--- config.mk ---
export PLATFORM = sky130hd
export DESIGN_NAME = main_mem_arb
export DESIGN_NICKNAME = d
export VERILOG_FILES = /design/src/rtl/main_mem_arb.sv
export SDC_FILE = /design/constraint.sdc
export NUM_CORES = 1
export LEC_CHECK = 0
export CAP_MARGIN = 30
export CORE_AREA = 2 2 103 105
export CTS_CLUSTER_DIAMETER = 100
export DETAILED_ROUTE_END_ITERATION = 10
export DIE_AREA = 0 0 105 107
export PLACE_DENSITY = 0.64
export SETUP_SLACK_MARGIN = 0.15
export SYNTH_ARGS = -nofsm -noshare
export SYNTH_HDL_FRONTEND = slang
export SYNTH_SLANG_ARGS = --single-unit
--- constraint.sdc ---
create_clock -name clk -period 2.3 [get_ports clk]
set_clock_uncertainty 0.2 [all_clocks]
set_input_delay 0.345 -clock clk [delete_from_list [all_inputs] [get_ports clk]]
set_output_delay 0.345 -clock clk [all_outputs]
set_load 0.005 [all_outputs]
--- src/rtl/main_mem_arb.sv ---
// Main-memory arbiter between the CPU memory stage and the debug/loader port.
// Round-robin on contention, with a bounded debug lock for back-to-back ownership.
module main_mem_arb #(
    parameter int ADDR_W   = 32,
    parameter int DAT_W    = 32,
    parameter int MAX_LOCK = 16
) (
    input  logic              clk,
    input  logic              rst_n,
    input  logic              cpu_req,
    input  logic              cpu_wen,
    input  logic [ADDR_W-1:0] cpu_addr,
    input  logic [DAT_W-1:0]  cpu_wdat,
    output logic              cpu_gnt,
    output logic              cpu_rvalid,
    input  logic              dbg_req,
    input  logic              dbg_lock,
    input  logic              dbg_wen,
    input  logic [ADDR_W-1:0] dbg_addr,
    input  logic [DAT_W-1:0]  dbg_wdat,
    output logic              dbg_gnt,
    output logic              dbg_rvalid,
    output logic [DAT_W-1:0]  rd_dat,
    output logic              mem_cs,
    output logic              mem_wen,
    output logic [ADDR_W-1:0] mem_addr,
    output logic [DAT_W-1:0]  mem_dat_in,
    input  logic [DAT_W-1:0]  mem_dat_out
);

    localparam int CW = $clog2(MAX_LOCK + 1);
    localparam logic [CW-1:0] CMAX = CW'(MAX_LOCK);

    typedef enum logic {
        ARB  = 1'b0,
        LOCK = 1'b1
    } state_e;

    state_e        state_q, state_d;
    logic          last_q, last_d;
    logic [CW-1:0] cnt_q, cnt_d;
    logic [CW-1:0] cnt_inc;
    logic          forced_q, forced_d;
    logic          cpu_rv_q, cpu_rv_d;
    logic          dbg_rv_q, dbg_rv_d;

    // Grant decision: lock gives debug exclusive use, otherwise alternate on contention.
    always_comb begin
        cpu_gnt = 1'b0;
        dbg_gnt = 1'b0;
        if (state_q == LOCK) begin
            dbg_gnt = dbg_req;
        end else if (cpu_req && dbg_req) begin
            cpu_gnt = last_q;
            dbg_gnt = ~last_q;
        end else begin
            cpu_gnt = cpu_req;
            dbg_gnt = dbg_req;
        end
    end

    // Memory port mux from the granted requester; idle bus is all zero.
    always_comb begin
        mem_cs     = cpu_gnt | dbg_gnt;
        mem_wen    = 1'b0;
        mem_addr   = '0;
        mem_dat_in = '0;
        if (cpu_gnt) begin
            mem_wen    = cpu_wen;
            mem_addr   = cpu_addr;
            mem_dat_in = cpu_wdat;
        end else if (dbg_gnt) begin
            mem_wen    = dbg_wen;
            mem_addr   = dbg_addr;
            mem_dat_in = dbg_wdat;
        end
    end

    assign rd_dat     = mem_dat_out;
    assign cpu_rvalid = cpu_rv_q;
    assign dbg_rvalid = dbg_rv_q;
    assign cnt_inc    = (cnt_q == CMAX) ? cnt_q : cnt_q + CW'(1);

    // Next state: the counter holds lock-owned cycles including the entry grant.
    always_comb begin
        state_d  = state_q;
        last_d   = last_q;
        cnt_d    = cnt_q;
        forced_d = forced_q;
        cpu_rv_d = cpu_gnt & ~cpu_wen;
        dbg_rv_d = dbg_gnt & ~dbg_wen;
        unique case (state_q)
            ARB: begin
                if (!dbg_lock) forced_d = 1'b0;
                if (cpu_gnt) last_d = 1'b0;
                if (dbg_gnt) last_d = 1'b1;
                if (dbg_gnt && dbg_lock && !forced_q) begin
                    cnt_d = CW'(1);
                    if (MAX_LOCK <= 1) forced_d = 1'b1;
                    else state_d = LOCK;
                end
            end
            LOCK: begin
                cnt_d = cnt_inc;
                if (!dbg_lock) begin
                    state_d = ARB;
                    last_d  = 1'b1;
                end else if (cnt_inc == CMAX) begin
                    state_d  = ARB;
                    last_d   = 1'b1;
                    forced_d = 1'b1;
                end
            end
        endcase
    end

    // State and read-valid registers; reset leaves debug as last so CPU wins first.
    always_ff @(posedge clk or negedge rst_n) begin
        if (!rst_n) begin
            state_q  <= ARB;
            last_q   <= 1'b1;
            cnt_q    <= '0;
            forced_q <= 1'b0;
            cpu_rv_q <= 1'b0;
            dbg_rv_q <= 1'b0;
        end else begin
            state_q  <= state_d;
            last_q   <= last_d;
            cnt_q    <= cnt_d;
            forced_q <= forced_d;
            cpu_rv_q <= cpu_rv_d;
            dbg_rv_q <= dbg_rv_d;
        end
    end

endmodule

## Word-level counts from Yosys, hierarchy flattened

Cells that the tools add are included.

- Register bits: 10
- Bits in latches: 0
- RAM bits: 0
- Bits in read-only memories: 0
- Input port bits: 167
- Word-level logic and storage cells: 53
- Memories: 0

- Add/sub/neg operators: 1
- $mul: 0
- Div/mod/pow operators: 0
- $lt $le $gt $ge: 0
- Equal/unequal tests: 8
- Shift operators: 0
- Mux-type cells: 25
- Bitwise operators: 7
- Reduce and logical (&&, ||, !) cells: 6

Operators with widths:

| cell | number |
|---|---|
| 2-to-1 mux 32 bit | 4 |
| 2-to-1 mux 1 bit | 15 |
| == test 5 bit (second input constant) | 2 |
| 2-to-1 mux 5 bit | 2 |
| one-hot mux 5 bit (2 select lines) | 1 |
| != test 2 bit (second input constant) | 3 |
| one-hot mux 1 bit (2 select lines) | 3 |
| adder 5 x 1 -> 5 bit (second input constant) | 1 |
| inverter 1 bit | 4 |
| logical AND 1 bit | 3 |
| != test 3 x 2 -> 1 bit (second input constant) | 1 |
| != test 3 bit (second input constant) | 1 |
| AND reduction 3 bit | 1 |
| bitwise AND 1 bit | 2 |
| != test 2 x 1 -> 1 bit (second input constant) | 1 |
| AND reduction 2 bit | 1 |
| zero test 1 bit | 1 |
| bitwise OR 1 bit | 1 |

## Logic depth before layout (Yosys ltp)

Gate-level depths: netlist of the first run.

- Depth in word-level cells: 7
- Gate-level depth with buffers: 6

## Worst setup path after synthesis of the first run

OpenSTA, ideal clock, no wires.

- Path type: reg2out
- Start point: reg last_q
- End point: out mem_addr[14]
- Arrival time: 1325 ps
- Required time: 1755 ps
- Path slack: 430 ps
- Cell stages (with the launch flop): 6
- Cell sequence: dfstp_2 nand2_1 o21a_1 buf_2 buf_2 a22o_1

- Word-level cells in the longest chain between the ends: 5

Ends and longest elaborated chain:

| what | line | RTL |
|---|---|---|
| start, declared | 40 | `logic last_q, last_d;` |
| start signal, assigned | 128 | `last_q <= last_d;` |
| inverter 1 bit | 55 | `dbg_gnt = ~last_q;` |
| 2-to-1 mux 1 bit | 53 | `end else if (cpu_req && dbg_req) begin` |
| 2-to-1 mux 1 bit | 51 | `if (state_q == LOCK) begin` |
| 2-to-1 mux 32 bit | 72 | `end else if (dbg_gnt) begin` |
| 2-to-1 mux 32 bit (*) | 68 | `if (cpu_gnt) begin` |
| end, declared | 26 | `output logic [ADDR_W-1:0] mem_addr,` |

Mark *: on every way between the ends. The rest lies on a longest branch, timed or not.

## Final worst setup path of the first run

- Start point: reg last_q
- End point: out mem_addr[16]

Same word-level chain as after synthesis.

==> flow_metrics.tcl, run 1 <==
set metrics [dict create \
    arrival_ns 1.74 \
    tightest_slew_ns 0.502 \
    start_kind "flip-flop" \
    peakVddDrop_v 0.000370 \
    grt_first_pass_wirelength_mm 12.3 \
    cts_tree "yes" \
    wl_met2_mm 4.31 \
    slew_headroom_pct 66.0 \
    route.met3.wl_mm 1.11 \
    cp_data_required_time_ns 1.75 \
    diodes 0 \
    vias 2181 \
    routed_wl_mm 8.81 \
    grt_pass1_vias 2325 \
    ff2ff_path_depth 6 \
    synth_top_family_by_area "compound AO/OA/AOI/OAI gates" \
    yosysSeqAreaShare_pct 17.2 \
    synth_cells 175 \
    cts_buffers 3 \
    dp_slack_ns -0.366 \
    io_pins 269 \
    cp_slowest_cell "dfstp_2" \
    die_area_mm2 0.0112 \
    drcViolationCount 0 \
    drv_cap 0 \
    power_density_mw_per_mm2 570 \
    grt_max_degree 19 \
    ys_warn_count 0 \
    outcome "finished clean" \
    area_growth_pct 151 \
    critPathMaxStageDelay_ns 0.56 \
    yosysTopAreaCellShare_pct 38.3 \
    synth_top_area_cell "a22o_1" \
    dp.cells 474 \
    period_needed_ns 2.28 \
    antenna_found_initial 0 \
    crit_buf_inv 3 \
    nNetsFinal 537 \
    timing.rr.start "cnt_q[0]" \
    hold_violations 0 \
    layout-drive-gt1-share_pct 29.4 \
    crit_path_end_kind "primary output" \
    p_leak_nw 1.64 \
    drt-initial-drc-count 62 \
    slew_violations 0 \
    crit_path_cell_trace "nand2_2 -> o21a_4 -> buf_12 -> buf_12 -> a22o_1 -> buf_2" \
    syn-cell-area_mm2 0.00147 \
    cpMostUsedCell "buf_12" \
    setup.worst_path.start "last_q" \
    root_buffer "clkbuf_8" \
    synthMuxAreaShare_pct 0.683 \
    max_clock_freq_ghz 0.438 \
    clock-sinks 10 \
    synth_seq_cells 10 \
    crit_family "flip-flops" \
    synthTopCellsByArea "a22o_1, buf_4, dfrtp_1" \
    grt_use_total_pct 14.1 \
    port_buffers 204 \
    path_max_fanout 6 \
    post_synth_and_or_nand_nor_area_fraction_pct 8.54 \
    h-tree-depth 1 \
    syn_avg_cell_area_um2 8.37 \
    mostFrequentLayoutCell "clkdlybuf4s50_1" \
    first_pass_iters 4 \
    final_cells 503 \
    path_clk_slew_ns 0.05 \
    dp_hpwl_mm 6.41 \
    clock_latency_ns 0.23 \
    rows 37 \
    synth.net_count 344 \
    die_h_um 107 \
    regArea_um2 251 \
    die_w_um 105 \
    multi_input_area_um2 900 \
    synth-compound-area-share_pct 46.4 \
    viasPerCell 4.34 \
    core-area_mm2 0.0101 \
    synth_xor_area_share_pct 2.39 \
    hold_path.class "input port to async pin" \
    top_layer "met4" \
    routabilityCongestion 0.751 \
    ant_nets 0 \
    clock_path_buffers 2 \
    r2r_end "state_q" \
    setup_viol 0 \
    synth_adder_area_share_pct 1.71 \
    synth_cell_type_count 31 \
    crit_type "flip-flop to primary output" \
    wl_per_cell_um 17.5 \
    r2r_setup_slack_ns 0.28 \
    setup_slack_ns 0.0164 \
    cp-endpoint "mem_addr[16]" \
    fin_crit_sh_pct 99.3 \
    mostFrequentLayoutCells "clkdlybuf4s50_1, buf_2, a22o_1, buf_16" \
    met1_length_mm 3.26 \
    grt_setup_unrepaired "true" \
    initial_core_util_pct 14.5 \
    cp.depth 6 \
    grt_overflow 0 \
    fillers 1058 \
]
Yosys cell counts, drive strengths merged:
library cell	n
o311ai	1
a31o	1
a21oi	3
and4	1
dfstp	1
nor2b	2
nor2	3
and4bb	1
inv	4
ha	2
nand2b	2
a211o	1
o21a	1
mux2i	1
dfrtp	9
o21ai	9
a22o	64
buf	44
nor3	2
nand2	8
a31oi	1
a211oi	1
nand3	3
xor2	2
xnor2	2
clkbuf	4
a22oi	1
nor4b	1
how the worst min path moves through the flow:
stage / start / cells after the start / slack [ns] / end
global placement: forced_q / 2 / 0.29 / forced_q
detailed placement: forced_q / 2 / 0.33 / forced_q
floorplan: rst_n / 0 / -0.15 / cnt_q[0]
global route: rst_n / 1 / 0.26 / cnt_q[2]
finish: rst_n / 1 / 0.24 / cnt_q[4]
CTS: rst_n / 1 / 0.24 / cnt_q[4]
logic make-up after synthesis:
logic type               Yosys count
AND/OR/NAND/NOR                   23
adder cells (fa/ha/maj)            2
XOR/XNOR                           4
multiplexers                       1
buffers and inverters             52
AO/OA/AOI/OAI                     83
flip-flops                        10
flip-flops by register name, summed over array words and instances (netlist names):
name and cells:
cpu_rvalid 1, forced_q 1, dbg_rvalid 1, cnt_q 5, last_q 1, state_q 1
worst register-to-register path: cells and delay by family, from the launching register on:
kind	cells	cell delay [ns]
buffers and inverters	1	0.13
adder cells (fa/ha/maj)	1	0.18
flip-flops	1	0.43
multiplexers	1	0.23
AND/OR/NAND/NOR	1	0.28
AO/OA/AOI/OAI	2	0.46
metal layers:
layer	global-route usage [%]	vias up
li1	-	1030
met1	15.3	994
met2	24.4	150
met3	7.23	7
met4	3.14	0
met5	0	-
final cells by class:
class	instances	share of cell area [%]
multi-input cells	113	24.4
repair buffers	236	62.5
flip-flops and latches	10	6.83
well taps	136	4.62
inverters	4	0.408
clock buffers	4	1.22
where the power goes:
part           internal, mW  switching [mW]
logic                  1.00           0.605
registers             0.231          0.0768
clock network         0.121          0.0637
stage by stage:
| stage | utilization [%] | instance area [um2] | TNS (ns) | hold WS [ns] | power, mW |
|---|---|---|---|---|---|
| 2_1_floorplan | - | 1470 | 0 | -0.151 | 0.911 |
| 3_3_place_gp | 34.3 | 3460 | -20.33 | 0.295 | 1.69 |
| 3_5_place_dp | 34.3 | 3460 | -21.87 | 0.326 | 1.71 |
| 4_1_cts | 36.3 | 3660 | -0.0215 | 0.243 | 2.10 |
| 5_1_grt | 36.5 | 3680 | -0.326 | 0.261 | 2.24 |
| 6_report | 36.5 | 3680 | 0 | 0.243 | 2.10 |
timing repair:
item                                   in CTS  in global routing
endpoints found under the hold margin       0                  0
pin swaps                                  33                 20
resized for setup                         281                  5
setup buffers                              14                  0
gates cloned                               10                  1
hold buffers                                0                  0
setup endpoints to repair                  68                 66
Note: power is estimated with default switching activity, not from simulation.
==> inputs of run 2 (changes only) <==
- CELL_PAD_IN_SITES_DETAIL_PLACEMENT: default -> 1
- CELL_PAD_IN_SITES_GLOBAL_PLACEMENT: default -> 1
- CORE_AREA: 2 2 103 105 -> default
- CORE_UTILIZATION: default -> 10
- DIE_AREA: 0 0 105 107 -> default
- PLACE_DENSITY: 0.64 -> 0.78
- clock period: 2.3 -> 1.8 ns (I/O delays scaled with it)
==> run 2 against run 1 <==
Against the previous run: the flow now finishes with violations (negative setup slack); power is 74% higher; design area is 18% higher; critical path depth is 1 higher; die area is 35% higher; utilization is 5.5 points lower; combinational power is 81% higher; first-iteration DRC count is 24% lower; worst setup slack worse by 0.54 ns; via count is 12% higher; sequential share of layout area is 1.1 points lower; register-to-register slack worse by 0.41 ns; global-route usage is 0.50 points lower; largest cell class unchanged; highest routed layer unchanged.
==> flow_metrics.tcl, run 2 (synthesis gave the netlist of run 1 again) <==
set metrics [dict create \
    postCtsHoldBufs 0 \
    cts_buffers 3 \
    mostFrequentLayoutCell "clkdlybuf4s50_1" \
    tightest_slew_ns 0.474 \
    drv_cap 0 \
    first_pass_iters 4 \
    cts_tree "yes" \
    rows 43 \
    dpl_cell_area_mm2 0.00361 \
    fin_crit_sh_pct 129 \
    r2r_setup_slack_ns -0.13 \
    cpMostUsedCell "buf_6" \
    path_max_fanout 5 \
    regArea_um2 251 \
    clock_latency_ns 0.24 \
    antenna_found_initial 0 \
    cp_slowest_cell "dfstp_2" \
    fillers 1642 \
    crit_path_cell_trace "nand2_2 -> o21a_4 -> buf_16 -> buf_6 -> buf_6 -> a22o_1 -> buf_2" \
    p_leak_nw 1.94 \
    max_clock_freq_ghz 0.430 \
    nNetsFinal 582 \
    initial_core_util_pct 10.4 \
    drt-initial-drc-count 47 \
    timing.hold.ws_ns 0.158 \
    slew_violations 0 \
    die_w_um 123 \
    root_buffer "clkbuf_16" \
    viasPerCell 4.13 \
    setup_slack_ns -0.523 \
    dp.cells 528 \
    setup_viol 69 \
    power_density_mw_per_mm2 840 \
    area_growth_pct 198 \
    clock_path_buffers 2 \
    final_area_mm2 0.00436 \
    slew_headroom_pct 68.3 \
    core-area_mm2 0.0141 \
    critPathMaxStageDelay_ns 0.57 \
    largest_reg_flops 5 \
    dp_hpwl_mm 7.53 \
    cp_data_required_time_ns 1.33 \
    io_pins 269 \
    grt_first_pass_wirelength_mm 15.2 \
    crit_type "flip-flop to primary output" \
    final_cells 592 \
    start_kind "flip-flop" \
    routed_wl_mm 11.8 \
    routabilityCongestion 0.773 \
    grt_setup_unrepaired "true" \
    drcViolationCount 0 \
    grt_use_total_pct 13.6 \
    port_buffers 204 \
    multi_input_area_mm2 0.00101 \
    peakVddDrop_v 0.000324 \
    die_area_mm2 0.0151 \
    hold_path.class "input port to async pin" \
    grt_max_degree 17 \
    layout-drive-gt1-share_pct 41.7 \
    h-tree-depth 1 \
    outcome "finished, violations left" \
    die_h_um 123 \
    diodes 0 \
    grt_pass1_vias 2759 \
    violations "negative setup slack" \
    period_needed_ns 2.32 \
    largest-register "cnt_q" \
    hold_violations 0 \
    vias 2446 \
    mostFrequentLayoutCells "clkdlybuf4s50_1, a22o_1, buf_2, buf_6, buf_4" \
    grt_overflow 0 \
    fin_tns_setup_ns -30.48 \
    crit_path_end_kind "primary output" \
    ant_nets 0 \
    clock-sinks 10 \
    arrival_ns 1.85 \
    wl_per_cell_um 19.9 \
    fin_util_pct 30.9 \
    path_clk_slew_ns 0.04 \
]
run 2: cell count changes in the layout (fill, tap and decap cells not counted), sizes merged:
cell / before / now
buf: 96 / 132
clkbuf: 6 / 17
dlygate4sd2: 4 / 2
run 2: repair_timing:
action                                  in CTS  in global routing
pin swaps                                   13                 18
endpoints found under the hold margin        0                  0
setup buffers                               40                  9
endpoints found under the setup margin      72                 76
gates cloned                                 8                  3
resized for setup                          302                 33
run 2: final timing paths:
check | cells past startpoint | from | endpoint
max in group asynchronous | 1 | rst_n | last_q
min reg2reg | 2 | forced_q | forced_q
min in group clk | 0 | mem_dat_out[11] | rd_dat[11]
max reg2reg | 7 | last_q | dbg_rvalid
min | 1 | rst_n | cpu_rvalid
max | 7 | last_q | mem_dat_in[20]
run 2: layout make-up:
type	count	area share [%]
Sequential cell	10	5.77
Multi-Input combinational cell	113	23.2
Clock buffer	4	1.81
Inverter	4	0.344
Tap cell	180	5.16
Timing Repair Buffer	281	63.7
run 2: power breakdown:
group | switching (mW) | leakage, nW | total (mW) | internal, mW
Sequential | 0.0537 | 0.129 | 0.350 | 0.296
Combinational | 1.13 | 1.77 | 2.91 | 1.78
Clock | 0.103 | 0.0382 | 0.400 | 0.297
run 2: through the flow:
stage	power, mW	setup WS [ns]
floorplan	1.24	0.00771
global placement	2.33	-0.758
detailed placement	2.39	-0.788
CTS	3.44	-0.534
global route	3.88	-0.578
finish	3.66	-0.523
run 2: critical path, delay by kind of cell (launching register included):
kind	cells	cell delay (ns)
flops	1	0.57
buf+inv	4	0.49
compound gates	2	0.48
simple gates	1	0.08
run 2: metal layers:
metal	up-vias	global-route usage [%]	share of wire, %
met4	0	3.61	1.9
met1	1168	12.6	32
met3	19	2.03	6.9
li1	1121	-	-
met2	138	29.6	59
met5	-	0	0
==> inputs of run 3 (changes only) <==
- CORE_UTILIZATION: 10 -> 11
- CTS_BUF_LIST: default -> sky130_fd_sc_hd__clkbuf_4 sky130_fd_sc_hd__clkbuf_8
- PLACE_DENSITY: 0.78 -> 0.84
- SETUP_SLACK_MARGIN: 0.15 -> 0.1
- SKIP_CTS_REPAIR_TIMING: default -> 1
==> run 3 against run 2 <==
Against the previous run: the flow still finishes with violations (negative setup slack); via count fell by 1.8%; utilization up 0.87 points; highest routed layer unchanged; clock power fell by 24%; critical path depth stayed put; die area decreased by 8.9%; sequential power fell by 3%; hold slack better by 0.011 ns; first-iteration DRC count up 55%; largest power group unchanged; wire length decreased by 4.2%.
==> flow_metrics.tcl, run 3 (synthesis gave the netlist of run 1 again) <==
set metrics [dict create \
    cts_tree "yes" \
    initial_core_util_pct 11.4 \
    die_h_um 117 \
    grt_setup_unrepaired "true" \
    timing.rr.start "cnt_q[0]" \
    p_leak_nw 1.88 \
    die_area_mm2 0.0138 \
    slew_headroom_pct 64.2 \
    io_pins 269 \
    grt_overflow 0 \
    switching_share_pct 37.8 \
    dp_hpwl_mm 7.38 \
    vias 2402 \
    core-area_mm2 0.0128 \
    fin_util_pct 31.8 \
    mostFrequentLayoutCell "clkdlybuf4s50_1" \
    first_pass_iters 4 \
    combinationalPowerShare_pct 80.0 \
    path_clk_slew_ns 0.05 \
    area_growth_pct 178 \
    clkPwrFrac_pct 9.4 \
    crit_type "flip-flop to primary output" \
    internal_power_mw 2.00 \
    setup_slack_ns -0.565 \
    nNetsFinal 569 \
    hold_violations 0 \
    layout-drive-gt1-share_pct 36.6 \
    max_clock_freq_ghz 0.423 \
    routed_wl_mm 11.3 \
    crit_path_end_kind "primary output" \
    violations "negative setup slack" \
    largest-register "cnt_q" \
    wl_per_cell_um 19.7 \
    clock-sinks 10 \
    slew_violations 0 \
    largest_reg_flops 5 \
    root_buffer "clkbuf_8" \
    outcome "finished, violations left" \
    ant_nets 0 \
    setup_viol 69 \
    clock_latency_ns 0.25 \
    switching_power_mw 1.22 \
    viasPerCell 4.21 \
    grt_use_total_pct 12.1 \
    r2r_setup_slack_ns -0.07 \
    die_w_um 117 \
    hold_path.class "input port to async pin" \
    fin_crit_sh_pct 131 \
    antenna_found_initial 0 \
    cts_buffers 3 \
    start_kind "flip-flop" \
    arrival_ns 1.89 \
    port_buffers 204 \
    final_cells 571 \
    grt_first_pass_wirelength_mm 13.1 \
    routabilityCongestion 0.766 \
    diodes 0 \
    peakVddDrop_v 0.000275 \
    cp_data_required_time_ns 1.33 \
    r2r_end "state_q" \
    rows 41 \
    dp.cells 519 \
    grt_pass1_vias 2449 \
    power_density_mw_per_mm2 790 \
    tightest_slew_ns 0.535 \
    mostFrequentLayoutCells "clkdlybuf4s50_1, a22o_1, clkbuf_2, buf_4, buf_2" \
    grt_max_degree 61 \
    clock_path_buffers 2 \
    drv_cap 0 \
    path_max_fanout 7 \
    period_needed_ns 2.36 \
    h-tree-depth 1 \
    drcViolationCount 0 \
    p_seq_share_pct 10.5 \
    ff2ff_path_depth 6 \
    drt-initial-drc-count 73 \
]
-- run 3: changes by cell type in the layout (fill, tap and decap cells not counted), sizes merged --
cell,change
buf,-49
clkbuf,+29
dlymetal6s2s,+8
dlygate4sd2,-2
clkdlybuf4s50,+1
-- run 3: area by class of cell --
type / instances / area [um2]
fillers: 1508 / 8750
repair buffers: 268 / 2570
flip-flops and latches: 10 / 251
multi-input cells: 113 / 972
well taps: 172 / 215
inverters: 4 / 15.0
clock buffers: 4 / 55.1
-- run 3: how the worst max path moves through the flow --
stage	start	to	slack, ns	cells past startpoint
after CTS	cpu_req	mem_addr[20]	-0.84	6
final	last_q	mem_dat_in[8]	-0.56	7
after global placement	cpu_req	mem_addr[20]	-0.79	6
after detailed placement	cpu_req	mem_addr[20]	-0.83	6
after global routing	last_q	mem_dat_in[21]	-0.60	7
after floorplan	cnt_q[1]	state_q	0.008	6
-- run 3: power groups by stage --
stage | clock, mW | combinational (mW) | sequential, mW
2_1_floorplan | 0 | 0.873 | 0.350
3_3_place_gp | 0 | 1.95 | 0.337
3_5_place_dp | 0 | 2.02 | 0.344
4_1_cts | 0.299 | 2.04 | 0.341
5_1_grt | 0.309 | 2.74 | 0.342
6_report | 0.304 | 2.58 | 0.339
-- run 3: worst max-delay path, cell delays in order (launching register included) --
cell and delay [ns]:
dfstp_2 0.54, nand2_2 0.06, o21a_4 0.25, buf_6 0.15, buf_6 0.11, clkbuf_16 0.15
a22o_1 0.24, buf_2 0.13
-- run 3: metrics by stage --
step / setup TNS [ns] / setup slack [ns] / hold WS [ns] / power (mW) / area, um2
floorplan: 0 / 0.00771 / -0.226 / 1.22 / 1520
global placement: -45.24 / -0.787 / 0.311 / 2.29 / 3570
detailed placement: -48.73 / -0.825 / 0.315 / 2.37 / 3570
CTS: -49.48 / -0.836 / 0.183 / 2.68 / 3630
global route: -35.76 / -0.597 / 0.211 / 3.39 / 4080
finish: -32.90 / -0.565 / 0.169 / 3.22 / 4080
-- run 3: layer usage --
layer / part of all wire (%) / global-route usage (%)
met1: 40 / 12.2
met3: 6.1 / 3.31
met5: 0 / 0
met2: 52 / 23.5
met4: 1.5 / 3.90
